### config.mk
export PLATFORM = sky130hd
export DESIGN_NAME = inflation_window_feeder
export DESIGN_NICKNAME = d
export VERILOG_FILES = /design/src/rtl/inflation_window_feeder.sv
export SDC_FILE = /design/constraint.sdc
export NUM_CORES = 1
export LEC_CHECK = 0
export CAP_MARGIN = 20
export CELL_PAD_IN_SITES_DETAIL_PLACEMENT = 1
export CELL_PAD_IN_SITES_GLOBAL_PLACEMENT = 1
export CORE_UTILIZATION = 40
export DETAILED_ROUTE_END_ITERATION = 8
export HOLD_SLACK_MARGIN = 0.06
export PLACE_DENSITY = 0.76
export SETUP_SLACK_MARGIN = 0.5
export SLEW_MARGIN = 0
export SYNTH_ARGS = -nofsm -noshare
export SYNTH_HDL_FRONTEND = slang
export SYNTH_SLANG_ARGS = --single-unit
### constraint.sdc
create_clock -name clk -period 2.2 [get_ports clk]
set_clock_uncertainty 0.2 [all_clocks]
set_input_delay 0.22 -clock clk [delete_from_list [all_inputs] [get_ports clk]]
set_output_delay 0.22 -clock clk [all_outputs]
set_load 0.01 [all_outputs]
### src/rtl/inflation_window_feeder.sv
// Raster-to-window feeder: turns a stream of occupancy cells into zero-padded,
// centred KERNEL_SIZE-wide horizontal windows tagged with row/column.
module inflation_window_feeder #(
    parameter int KERNEL_SIZE = 3,
    parameter int DATA_WIDTH  = 8,
    parameter int MAP_WIDTH   = 64,
    parameter int MAP_HEIGHT  = 64,
    localparam int COL_W = (MAP_WIDTH  > 1) ? $clog2(MAP_WIDTH)  : 1,
    localparam int ROW_W = (MAP_HEIGHT > 1) ? $clog2(MAP_HEIGHT) : 1
) (
    input  logic                              clk,
    input  logic                              rstn,
    input  logic                              sync_clr,
    input  logic                              s_valid,
    output logic                              s_ready,
    input  logic [DATA_WIDTH-1:0]             s_data,
    output logic                              m_valid,
    input  logic                              m_ready,
    output logic [DATA_WIDTH*KERNEL_SIZE-1:0] m_window,
    output logic [COL_W-1:0]                  m_col,
    output logic [ROW_W-1:0]                  m_row,
    output logic                              m_last
);

    localparam int HALF  = KERNEL_SIZE / 2;
    localparam int WIN_W = DATA_WIDTH * KERNEL_SIZE;
    localparam int CNT_W = $clog2(MAP_WIDTH + HALF + 1);

    localparam logic [CNT_W-1:0] FILL_LAST  = CNT_W'((HALF > 0) ? HALF - 1 : 0);
    localparam logic [CNT_W-1:0] RUN_LAST   = CNT_W'(MAP_WIDTH - 1);
    localparam logic [CNT_W-1:0] FLUSH_LAST = CNT_W'(MAP_WIDTH + HALF - 1);
    localparam logic [ROW_W-1:0] ROW_LAST   = ROW_W'(MAP_HEIGHT - 1);
    localparam logic [COL_W-1:0] COL_LAST   = COL_W'(MAP_WIDTH - 1);

    typedef enum logic [1:0] {FILL, RUN, FLUSH} state_t;
    localparam state_t START = (HALF > 0) ? FILL : RUN;

    state_t                  state_reg, state_next;
    logic [WIN_W-1:0]        sr_reg, sr_shifted;
    logic [CNT_W-1:0]        in_col_reg;
    logic [ROW_W-1:0]        row_reg;
    logic                    m_valid_reg, m_last_reg;
    logic [WIN_W-1:0]        m_window_reg;
    logic [COL_W-1:0]        m_col_reg;
    logic [ROW_W-1:0]        m_row_reg;

    logic                    loadable, accept, shift_en, load, end_row;
    logic [DATA_WIDTH-1:0]   shift_in;
    logic [COL_W-1:0]        centre_col;

    // Slot k takes slot k+1; the newest cell always enters the rightmost slot.
    genvar gi;
    generate
        for (gi = 0; gi < KERNEL_SIZE - 1; gi++) begin : g_shift
            assign sr_shifted[gi*DATA_WIDTH +: DATA_WIDTH] = sr_reg[(gi+1)*DATA_WIDTH +: DATA_WIDTH];
        end
    endgenerate
    assign sr_shifted[(KERNEL_SIZE-1)*DATA_WIDTH +: DATA_WIDTH] = shift_in;

    // In-row column counter runs HALF ahead of the window centre.
    assign centre_col = COL_W'(in_col_reg - CNT_W'(HALF));

    always_ff @(posedge clk or negedge rstn) begin
        if (!rstn) begin
            state_reg <= START;
        end else if (sync_clr) begin
            state_reg <= START;
        end else begin
            state_reg <= state_next;
        end
    end

    always_comb begin
        state_next = state_reg;
        case (state_reg)
            FILL:    if (accept && in_col_reg == FILL_LAST) state_next = RUN;
            RUN:     if (accept && in_col_reg == RUN_LAST) state_next = (HALF > 0) ? FLUSH : RUN;
            FLUSH:   if (end_row) state_next = FILL;
            default: state_next = START;
        endcase
    end

    always_comb begin
        loadable = !m_valid_reg || m_ready;
        s_ready  = 1'b0;
        shift_in = s_data;
        shift_en = 1'b0;
        load     = 1'b0;
        end_row  = 1'b0;
        case (state_reg)
            FILL:    s_ready = 1'b1;
            RUN:     s_ready = loadable;
            default: s_ready = 1'b0;
        endcase
        accept = s_valid && s_ready;
        case (state_reg)
            FILL: shift_en = accept;
            RUN: begin
                shift_en = accept;
                load     = accept;
                end_row  = accept && (in_col_reg == RUN_LAST) && (HALF == 0);
            end
            FLUSH: begin
                // Right border: push zeros until the last centre column is emitted.
                shift_in = '0;
                shift_en = loadable;
                load     = loadable;
                end_row  = loadable && (in_col_reg == FLUSH_LAST);
            end
            default: ;
        endcase
    end

    always_ff @(posedge clk or negedge rstn) begin
        if (!rstn) begin
            sr_reg       <= '0;
            in_col_reg   <= '0;
            row_reg      <= '0;
            m_valid_reg  <= 1'b0;
            m_window_reg <= '0;
            m_col_reg    <= '0;
            m_row_reg    <= '0;
            m_last_reg   <= 1'b0;
        end else if (sync_clr) begin
            sr_reg       <= '0;
            in_col_reg   <= '0;
            row_reg      <= '0;
            m_valid_reg  <= 1'b0;
            m_window_reg <= '0;
            m_col_reg    <= '0;
            m_row_reg    <= '0;
            m_last_reg   <= 1'b0;
        end else begin
            if (end_row) begin
                sr_reg     <= '0;
                in_col_reg <= '0;
                row_reg    <= (row_reg == ROW_LAST) ? '0 : row_reg + ROW_W'(1);
            end else if (shift_en) begin
                sr_reg     <= sr_shifted;
                in_col_reg <= in_col_reg + CNT_W'(1);
            end
            if (load) begin
                m_valid_reg  <= 1'b1;
                m_window_reg <= sr_shifted;
                m_col_reg    <= centre_col;
                m_row_reg    <= row_reg;
                m_last_reg   <= (row_reg == ROW_LAST) && (centre_col == COL_LAST);
            end else if (m_ready) begin
                m_valid_reg <= 1'b0;
                m_last_reg  <= 1'b0;
            end
        end
    end

    assign m_valid  = m_valid_reg;
    assign m_window = m_window_reg;
    assign m_col    = m_col_reg;
    assign m_row    = m_row_reg;
    assign m_last   = m_last_reg;

endmodule

==> results of run 1 <==
-- layout make-up --
class | count | area (µm²) | share of cell area [%]
multi-input combinational | 256 | 2020 | 35.5
sequential | 69 | 1730 | 30.4
timing repair buffer | 125 | 1570 | 27.6
tap | 102 | 128 | 2.25
clock buffer | 9 | 124 | 2.18
clock inverter | 7 | 73.8 | 1.30
inverter | 9 | 43.8 | 0.771
-- power groups by stage --
| stage | combinational, W | sequential, W | clock [W] |
|---|---|---|---|
| after CTS | 0.00178 | 0.00147 | 0.00109 |
| after detailed placement | 0.00109 | 0.00148 | 0 |
| after global routing | 0.00232 | 0.00150 | 0.00119 |
| after global placement | 0.00105 | 0.00148 | 0 |
| after floorplan | 0.000669 | 0.00149 | 0 |
| final | 0.00225 | 0.00150 | 0.00114 |
-- cells in the mapped netlist, types with 2 or more instances --
library cell,n
and2_1,2
a211oi_1,2
nand2b_1,3
ha_1,9
clkbuf_1,10
dfrtp_1,69
o2111ai_1,3
inv_1,9
mux2i_1,2
buf_2,10
a21oi_1,49
nor2_1,21
nor3_1,7
o31ai_1,2
o21ai_0,23
nand2_1,82
nand3_1,14
xnor2_1,4
nand3b_1,9
xor2_1,6
nand4b_1,2
-- how the worst max path moves through the flow --
stage | from | end | depth (start not counted)
3_3_place_gp | m_ready | in_col_reg[0] | 7
5_1_grt | in_col_reg[1] | row_reg[4] | 7
6_report | in_col_reg[1] | row_reg[4] | 7
3_5_place_dp | m_ready | sr_reg[10] | 7
2_1_floorplan | state_reg[1] | in_col_reg[5] | 8
4_1_cts | state_reg[1] | in_col_reg[6] | 7
-- kinds of logic (layout without fill, tap and decap cells) --
family	count (synthesis)	in the layout	share of synthesized area, %
flip-flops	69	69	52.9
XOR/XNOR	10	10	2.68
buffers and inverters	31	150	4.29
AND/OR/NAND/NOR	151	151	21.9
AO/OA/AOI/OAI	84	84	14.1
adder cells (fa/ha/maj)	9	9	3.45
multiplexers	2	2	0.614
-- timing repair --
item,4_1_cts,5_1_grt
hold buffers,1,0
resized for setup,109,102
hold endpoints to repair,69,0
buffers inserted,32,13
setup endpoints to repair,71,105
pin swaps,56,29
cloned,8,0
-- routing by layer --
metal / track usage (%) / wire length, µm
met1: 38.5 / 6220
met2: 54.0 / 8180
met4: 17.7 / 963
met3: 6.49 / 944
met5: 0 / 0
-- metrics by stage --
| stage | setup slack (ns) | power [W] | hold WS, ns | area, µm² |
|---|---|---|---|---|
| floorplan | 0.310 | 0.00216 | -0.276 | 3440 |
| global placement | -0.0120 | 0.00253 | -0.0425 | 4110 |
| detailed placement | -0.100 | 0.00257 | -0.0284 | 4110 |
| CTS | 0.127 | 0.00434 | 0.125 | 5220 |
| global route | -0.133 | 0.00501 | 0.133 | 5680 |
| finish | -0.134 | 0.00489 | 0.0983 | 5680 |
-- worst max-delay path, stage by stage, from the launching register on --
cell     delay (ns)
dfrtp_1        0.43
inv_2          0.11
ha_4           0.15
nor4b_4        0.24
nand4_1        0.26
buf_6          0.24
o21ai_0        0.47
a21oi_4        0.09
==> out/summary.txt, run 1 <==
PnR worst setup slack -> -0.134 ns
Largest register FFs -> 24
Required time worst endpoint -> 2.24 ns
# diodes -> 0
Tcrit/Tclk final -> 106%
Synth top area cells -> dfrtp_1 (53%), nand2_1 (9.4%), a21oi_1 (7.5%), o21ai_0 (3.5%), ha_1 (3.5%)
CTS tree -> built
Max FO, Critical Path -> 8
CTS Buffer Depth -> 2
Clock Latency Late Sink -> 0.38 ns
Layout cells sized above 1 -> 43.6%
Initial Util -> 41.8%
DRT iter0 DRCs -> 329
Switch Pwr -> 0.00190 W
Slew @ Worst Pin -> 0.544 ns
Worst r2r dst -> row_reg[4]
DRC Markers -> 0
Worst vdd ir -> 0.670 mV
DIE AREA -> 8520 µm²
Total number of vias -> 3544
Synth cell types -> 39
Worst R2R Setup Slack -> -0.13 ns
Most frequent cells in the layout -> dfrtp_1 (67), nand2_1 (52), dlymetal6s2s_1 (34), buf_4 (29), a21oi_2 (24)
Final net count -> 492
Startpoint type of the worst setup path -> flip-flop
Initial antenna violation count -> 0
Slew Viols, Final -> 0
Final Non-Filler Cells -> 577
Ports -> 52
Synth warnings -> 0
Combinational share of power -> 46.1%
DP Wirelength -> 6150 µm
GP Congestion -> 0.796
Vias per cell -> 6.14
Sequential power share -> 30.7%
Remaining antenna violation count after routing -> 0
Average instance area after synthesis -> 9.17 µm²
Min-Delay Path Class -> input pin to async pin
Post-placement cell count -> 507
Final Core Density -> 72.8%
Net count after synthesis -> 378
R2r worst-path depth -> 7
First-pass GRT wire length -> 20000 µm
Wirelength per Cell -> 28.3 µm
Top_reg_cell synth -> dfrtp_1
Status -> finished, violations left
Cell area after synthesis -> 3260 µm²
Clock sinks -> 69
Layout overhead on the synthesized area -> 74.1%
Total core area -> 7810 µm²
Clk slew on worst S/H paths -> 0.09 ns
Die Height -> 92.3 µm
Unrepaired setup endpoints after global routing -> true
Die Span X -> 92.3 µm
Leakage -> 2.93 nW
Max_cap viols -> 0
Critical Path End Type -> flip-flop
Slew margin rel. -> 63.4%
Crit path DAT -> 2.38 ns
Number of fill cells -> 758
Routed WL -> 16300 µm
Drt first pass iters -> 4
Yosys top cell by area -> dfrtp_1
H-tree depth -> 3
Pwr/cell area -> 860 nW/µm²
Vias in the first global route -> 3472
Sw frac -> 38.9%
Final setup viols -> 9
Setup CP Type -> flip-flop to flip-flop
Final Hold Fails -> 0
Failing checks -> negative setup slack
Setup TNS -> -0.304 ns
Root buffer cell -> clkbuf_8
Pin count of the biggest net entering global routing -> 56
Crit Reg-Reg Startpoint -> in_col_reg[1]
Fraction of registers with async set/reset -> 100%
CTS Buf Count -> 9
Commonest non-fill, non-tap cell in the layout -> dfrtp_1
P_int -> 0.00299 W
Synth Register Bits -> 69
FMAX -> 0.428 GHz
Total GRT Usage -> 32.1%
Post-route minimum period -> 2.33 ns
Port bufs -> 51
Clock share of power -> 23.3%
EDFF count, synth -> 0
Cells after Synth -> 356
Yosys top cell area share -> 52.9%
Register area share after synthesis -> 52.9%
# rows -> 32
Grt total ovfl -> 0
Note: power is estimated with default switching activity, not from simulation.
==> inputs of run 2 (changes only) <==
==> constraint.sdc (replaced) <==
create_clock -name clk -period 2.2 [get_ports clk]
set_clock_uncertainty 0.2 [all_clocks]
set_input_delay 0.22 -clock clk [delete_from_list [all_inputs] [get_ports clk]]
set_output_delay 0.22 -clock clk [all_outputs]
set_load 0.05 [all_outputs]
==> out/summary.txt, run 2 (synthesis results as in run 1) <==
Status -> finished, final reports clean
WHS Endpoint -> sr_reg[17]
First-pass GRT wire length -> 17300 µm
Pwr/cell area -> 915 nW/µm²
Setup TNS -> 0 ns
Die Height -> 92.3 µm
PnR worst setup slack -> 0.0339 ns
Setup CP Type -> flip-flop to flip-flop
Layout cells sized above 1 -> 32.5%
Leakage -> 2.22 nW
Initial antenna violation count -> 0
Multi-input gate area -> 1800 µm²
Commonest non-fill, non-tap cell in the layout -> nand2_1
Hold_sp -> s_data[1]
# rows -> 32
Final Non-Filler Cells -> 560
Most frequent cells in the layout -> nand2_1 (76), dfrtp_1 (66), buf_4 (30), a21oi_1 (28), dlygate4sd2_1 (27)
Pin count of the biggest net entering global routing -> 36
Max FO, Critical Path -> 9
# diodes -> 0
Final setup viols -> 0
Slew margin rel. -> 38.4%
Clock Latency Late Sink -> 0.37 ns
Die Span X -> 92.3 µm
Fin area -> 5060 µm²
Crit-path cells -> inv_4 -> ha_4 -> nand2_1 -> o22ai_4 -> buf_6 -> nor2_4 -> buf_16 -> nand2_1 -> a21oi_1
Ports -> 52
CTS Buffer Depth -> 2
Total number of vias -> 3198
Total GRT Usage -> 26.8%
Unrepaired setup endpoints after global routing -> true
Root buffer cell -> clkbuf_8
Crit path DAT -> 2.22 ns
Slew @ Worst Pin -> 0.924 ns
Worst vdd ir -> 0.647 mV
FF+latch area -> 1730 µm²
Clock sinks -> 69
Initial Util -> 41.8%
Worst R2R Setup Slack -> 0.03 ns
Crit path top cell by count -> nand2_1
Vias per cell -> 5.71
Clk slew on worst S/H paths -> 0.08 ns
Total core area -> 7810 µm²
Vias in the first global route -> 3267
Worst r2r dst -> sr_reg[13]
Drt first pass iters -> 4
Max incr delay on CP -> 0.46 ns
Placed Area -> 4140 µm²
Post-route minimum period -> 2.17 ns
Worst slack, placed -> -0.00111 ns
CP max stage cell -> dfrtp_2
GP Congestion -> 0.796
Hold path depth -> 3
Required time worst endpoint -> 2.25 ns
Tcrit/Tclk final -> 98.5%
Startpoint type of the worst setup path -> flip-flop
Min-Delay Path Class -> input pin to flip-flop
Port bufs -> 51
Wirelength per Cell -> 22.9 µm
Critical Path End Type -> flip-flop
Grt total ovfl -> 0
CTS tree -> built
Remaining antenna violation count after routing -> 0
Largest register FFs -> 24
DRT iter0 DRCs -> 199
Crit Reg-Reg Startpoint -> state_reg[1]
Post-placement cell count -> 511
CTS Buf Count -> 9
Routed WL -> 12800 µm
DRC Markers -> 0
DIE AREA -> 8520 µm²
Number of fill cells -> 845
Final Hold Fails -> 0
Layout overhead on the synthesized area -> 55.0%
Max_cap viols -> 0
FMAX -> 0.462 GHz
H-tree depth -> 3
Final net count -> 475
R2r worst-path depth -> 9
Slew Viols, Final -> 0
DP Wirelength -> 6180 µm
==> run 2: cell count changes in the layout (fill, tap and decap cells not counted), moves of 6 or more <==
cell	delta
dlymetal6s2s_1	-34
dlygate4sd2_1	+26
nand2_1	+24
nand2_2	-16
buf_6	-11
clkdlybuf4s15_1	+10
nand2_4	-8
buf_12	-7
o21ai_0	+6
==> run 2: worst max path at each step <==
stage,start,endpoint,cells past startpoint
after floorplan,state_reg[1],in_col_reg[5],8
after global placement,m_ready,sr_reg[19],6
after detailed placement,m_ready,sr_reg[19],6
after CTS,state_reg[0],s_ready,6
after global routing,state_reg[1],sr_reg[13],9
final,state_reg[1],sr_reg[13],9
==> run 2: layout make-up <==
cell class,instances,share of cell area (%)
Sequential cell,69,34.2
Inverter,9,0.767
Clock inverter,4,0.940
Multi-Input combinational cell,256,35.6
Clock buffer,12,2.87
Tap cell,102,2.52
Timing Repair Buffer,108,23.1
==> run 2: critical path, delay by kind of cell (launching register included) <==
kind / cells / cell delay, ns
compound gates: 2 / 0.36
fa+ha+maj: 1 / 0.18
buf+inv: 3 / 0.38
flops: 1 / 0.46
simple gates: 3 / 0.47
==> run 2: power by group <==
group / switching, W / internal [W]
sequential: 0.000106 / 0.00137
clock: 0.000545 / 0.000553
combinational: 0.00112 / 0.000930
total: 0.00178 / 0.00285
==> run 2: layer usage <==
metal / GRT usage [%] / vias to the layer above / wire [µm]
li1: - / 1402 / -
met3: 6.24 / 40 / 423
met1: 33.8 / 1665 / 5180
met2: 44.7 / 91 / 6800
met4: 10.2 / 0 / 428
met5: 0 / - / 0
==> run 2: repair_timing <==
item	CTS	global route
gates cloned	4	3
setup endpoints to repair	108	80
gates resized for setup	88	56
pin swaps	19	26
endpoints found under the hold margin	31	0
hold buffers	1	0
buffers inserted	16	9
==> run 2: per-stage QoR <==
step | total power [W] | util, % | hold WS, ns
2_1_floorplan | 0.00229 | - | -0.276
3_3_place_gp | 0.00271 | 53.1 | 0.182
3_5_place_dp | 0.00275 | 53.1 | 0.197
4_1_cts | 0.00420 | 60.4 | 0.250
5_1_grt | 0.00480 | 64.8 | 0.272
6_report | 0.00463 | 64.8 | 0.252
==> inputs of run 3 (changes only) <==
Settings changed: CELL_PAD_IN_SITES_GLOBAL_PLACEMENT 1 to 2, CORE_UTILIZATION 40 to 33, PLACE_DENSITY 0.76 to 0.78.
==> out/summary.txt, run 3 (synthesis results as in run 1) <==
DIE AREA -> 10300 µm²
Tcrit/Tclk final -> 95.0%
Initial antenna violation count -> 0
Remaining antenna violation count after routing -> 0
# diodes -> 0
Multi-input gate area -> 1920 µm²
Pin count of the biggest net entering global routing -> 53
GR Layer Usage met1 -> 27.4%
Max_cap viols -> 0
Setup CP Type -> flip-flop to flip-flop
Unrepaired setup endpoints after global routing -> true
Crit path DAT -> 2.12 ns
FF+latch area -> 1730 µm²
Post-route minimum period -> 2.09 ns
Vias per cell -> 5.06
Final Hold Fails -> 0
Routed WL -> 11000 µm
# rows -> 35
Slew Viols, Final -> 0
Total core area -> 9420 µm²
Max incr delay on CP -> 0.47 ns
CP bufs+invs -> 4
CP max stage cell -> dfrtp_2
Post-placement cell count -> 533
Root buffer cell -> clkbuf_8
Setup TNS -> 0 ns
Clk slew on worst S/H paths -> 0.08 ns
First-pass GRT wire length -> 15700 µm
Status -> finished, final reports clean
DRC Markers -> 0
Total number of vias -> 3006
Crit-path cells -> inv_4 -> ha_4 -> nand2_4 -> nor3_4 -> buf_6 -> buf_12 -> buf_8 -> o2111ai_2 -> xor2_1 -> nor2_1
Layout cells sized above 1 -> 40.4%
CTS tree -> built
CTS Buf Count -> 9
Slew margin rel. -> 66.9%
Wirelength per Cell -> 18.4 µm
Worst vdd ir -> 0.511 mV
Grt met3 use -> 2.35%
Min-Delay Path Class -> input pin to async pin
DP Wirelength -> 5860 µm
DRT iter0 DRCs -> 86
Clock Latency Late Sink -> 0.34 ns
Top Usage Layer GRT -> met2
Layout overhead on the synthesized area -> 61.7%
Critical Path End Type -> flip-flop
Vias in the first global route -> 3012
FMAX -> 0.479 GHz
Final setup viols -> 0
Max FO, Critical Path -> 5
Number of fill cells -> 1033
Initial Util -> 34.7%
Grt total ovfl -> 0
Met2 usage -> 33.4%
Top delay family on crit path -> flip-flops
H-tree depth -> 3
Clock sinks -> 69
Leakage -> 2.33 nW
Pwr/cell area -> 842 nW/µm²
Die Span X -> 101 µm
Slew @ Worst Pin -> 0.497 ns
Total GRT Usage -> 20.0%
Die Height -> 101 µm
Worst R2R Setup Slack -> 0.11 ns
Final net count -> 483
Final Core Density -> 56.0%
Most frequent cells in the layout -> nand2_1 (65), dfrtp_1 (65), dlygate4sd2_1 (38), a21oi_2 (33), buf_4 (30)
GP Congestion -> 0.810
CTS Buffer Depth -> 2
Final Non-Filler Cells -> 594
Startpoint type of the worst setup path -> flip-flop
Largest register FFs -> 24
Port bufs -> 51
Ports -> 52
Required time worst endpoint -> 2.23 ns
Drt first pass iters -> 4
-- run 3: changes by cell type in the layout (fill, tap and decap cells not counted), sizes merged --
cell           before  now
buf                56   61
bufinv              1    0
clkdlybuf4s15      10    0
clkinv              2    5
clkinvlp            1    0
dlygate4sd2        27   38
-- run 3: worst reg2reg max path: cells and delay by family, from the launching register on --
family | cells | cell delay, ns
AOI/OAI and AO/OA | 1 | 0.15
xor gates and xnor gates | 1 | 0.20
adders and majority gates | 1 | 0.19
buffers and inverters | 4 | 0.45
DFF | 1 | 0.47
and+or+nand+nor | 3 | 0.31
-- run 3: per-stage QoR --
stage | worst slack (ns) | total power [W] | instance area, µm² | hold WS [ns]
5_1_grt | 0.0498 | 0.00465 | 5280 | 0.220
6_report | 0.110 | 0.00444 | 5280 | 0.167
2_1_floorplan | 0.310 | 0.00229 | 3430 | -0.276
4_1_cts | 0.240 | 0.00392 | 4710 | 0.167
3_3_place_gp | 0.0622 | 0.00272 | 4140 | 0.00401
3_5_place_dp | 0.00392 | 0.00273 | 4140 | 0.00793
-- run 3: final timing paths --
check | cells after the start | start | end
max in group asynchronous | 3 | rstn | sr_reg[8]
max reg2reg | 10 | state_reg[1] | in_col_reg[4]
min reg2reg | 2 | m_window[4] | m_window[4]
min | 2 | rstn | row_reg[2]
max | 10 | state_reg[1] | in_col_reg[4]
min in group clk | 3 | s_data[1] | sr_reg[17]
-- run 3: cell type report --
type | count | share of cell area, %
well taps | 129 | 3.06
flip-flops and latches | 69 | 32.8
clock buffers | 10 | 2.42
repair buffers | 116 | 24.1
multi-input cells | 256 | 36.3
inverters | 9 | 0.735
clock inverters | 5 | 0.545
-- run 3: what timing repair did --
action	in CTS	in global routing
buffers inserted	20	16
resized for setup	99	76
endpoints found under the hold margin	22	0
setup endpoints to repair	108	70
hold buffers	1	0
pin swaps	30	36
gates cloned	3	6
-- run 3: routing by layer --
metal / share of wire [%] / vias to the layer above
met5: 0 / -
met4: 1.4 / 0
met3: 2.5 / 15
met2: 51 / 47
met1: 45 / 1523
li1: - / 1421
-- run 3: power breakdown --
group / internal [W] / switching [W]
clock: 0.000398 / 0.000508
combinational: 0.000966 / 0.00110
sequential: 0.00137 / 0.0000972
total: 0.00274 / 0.00171
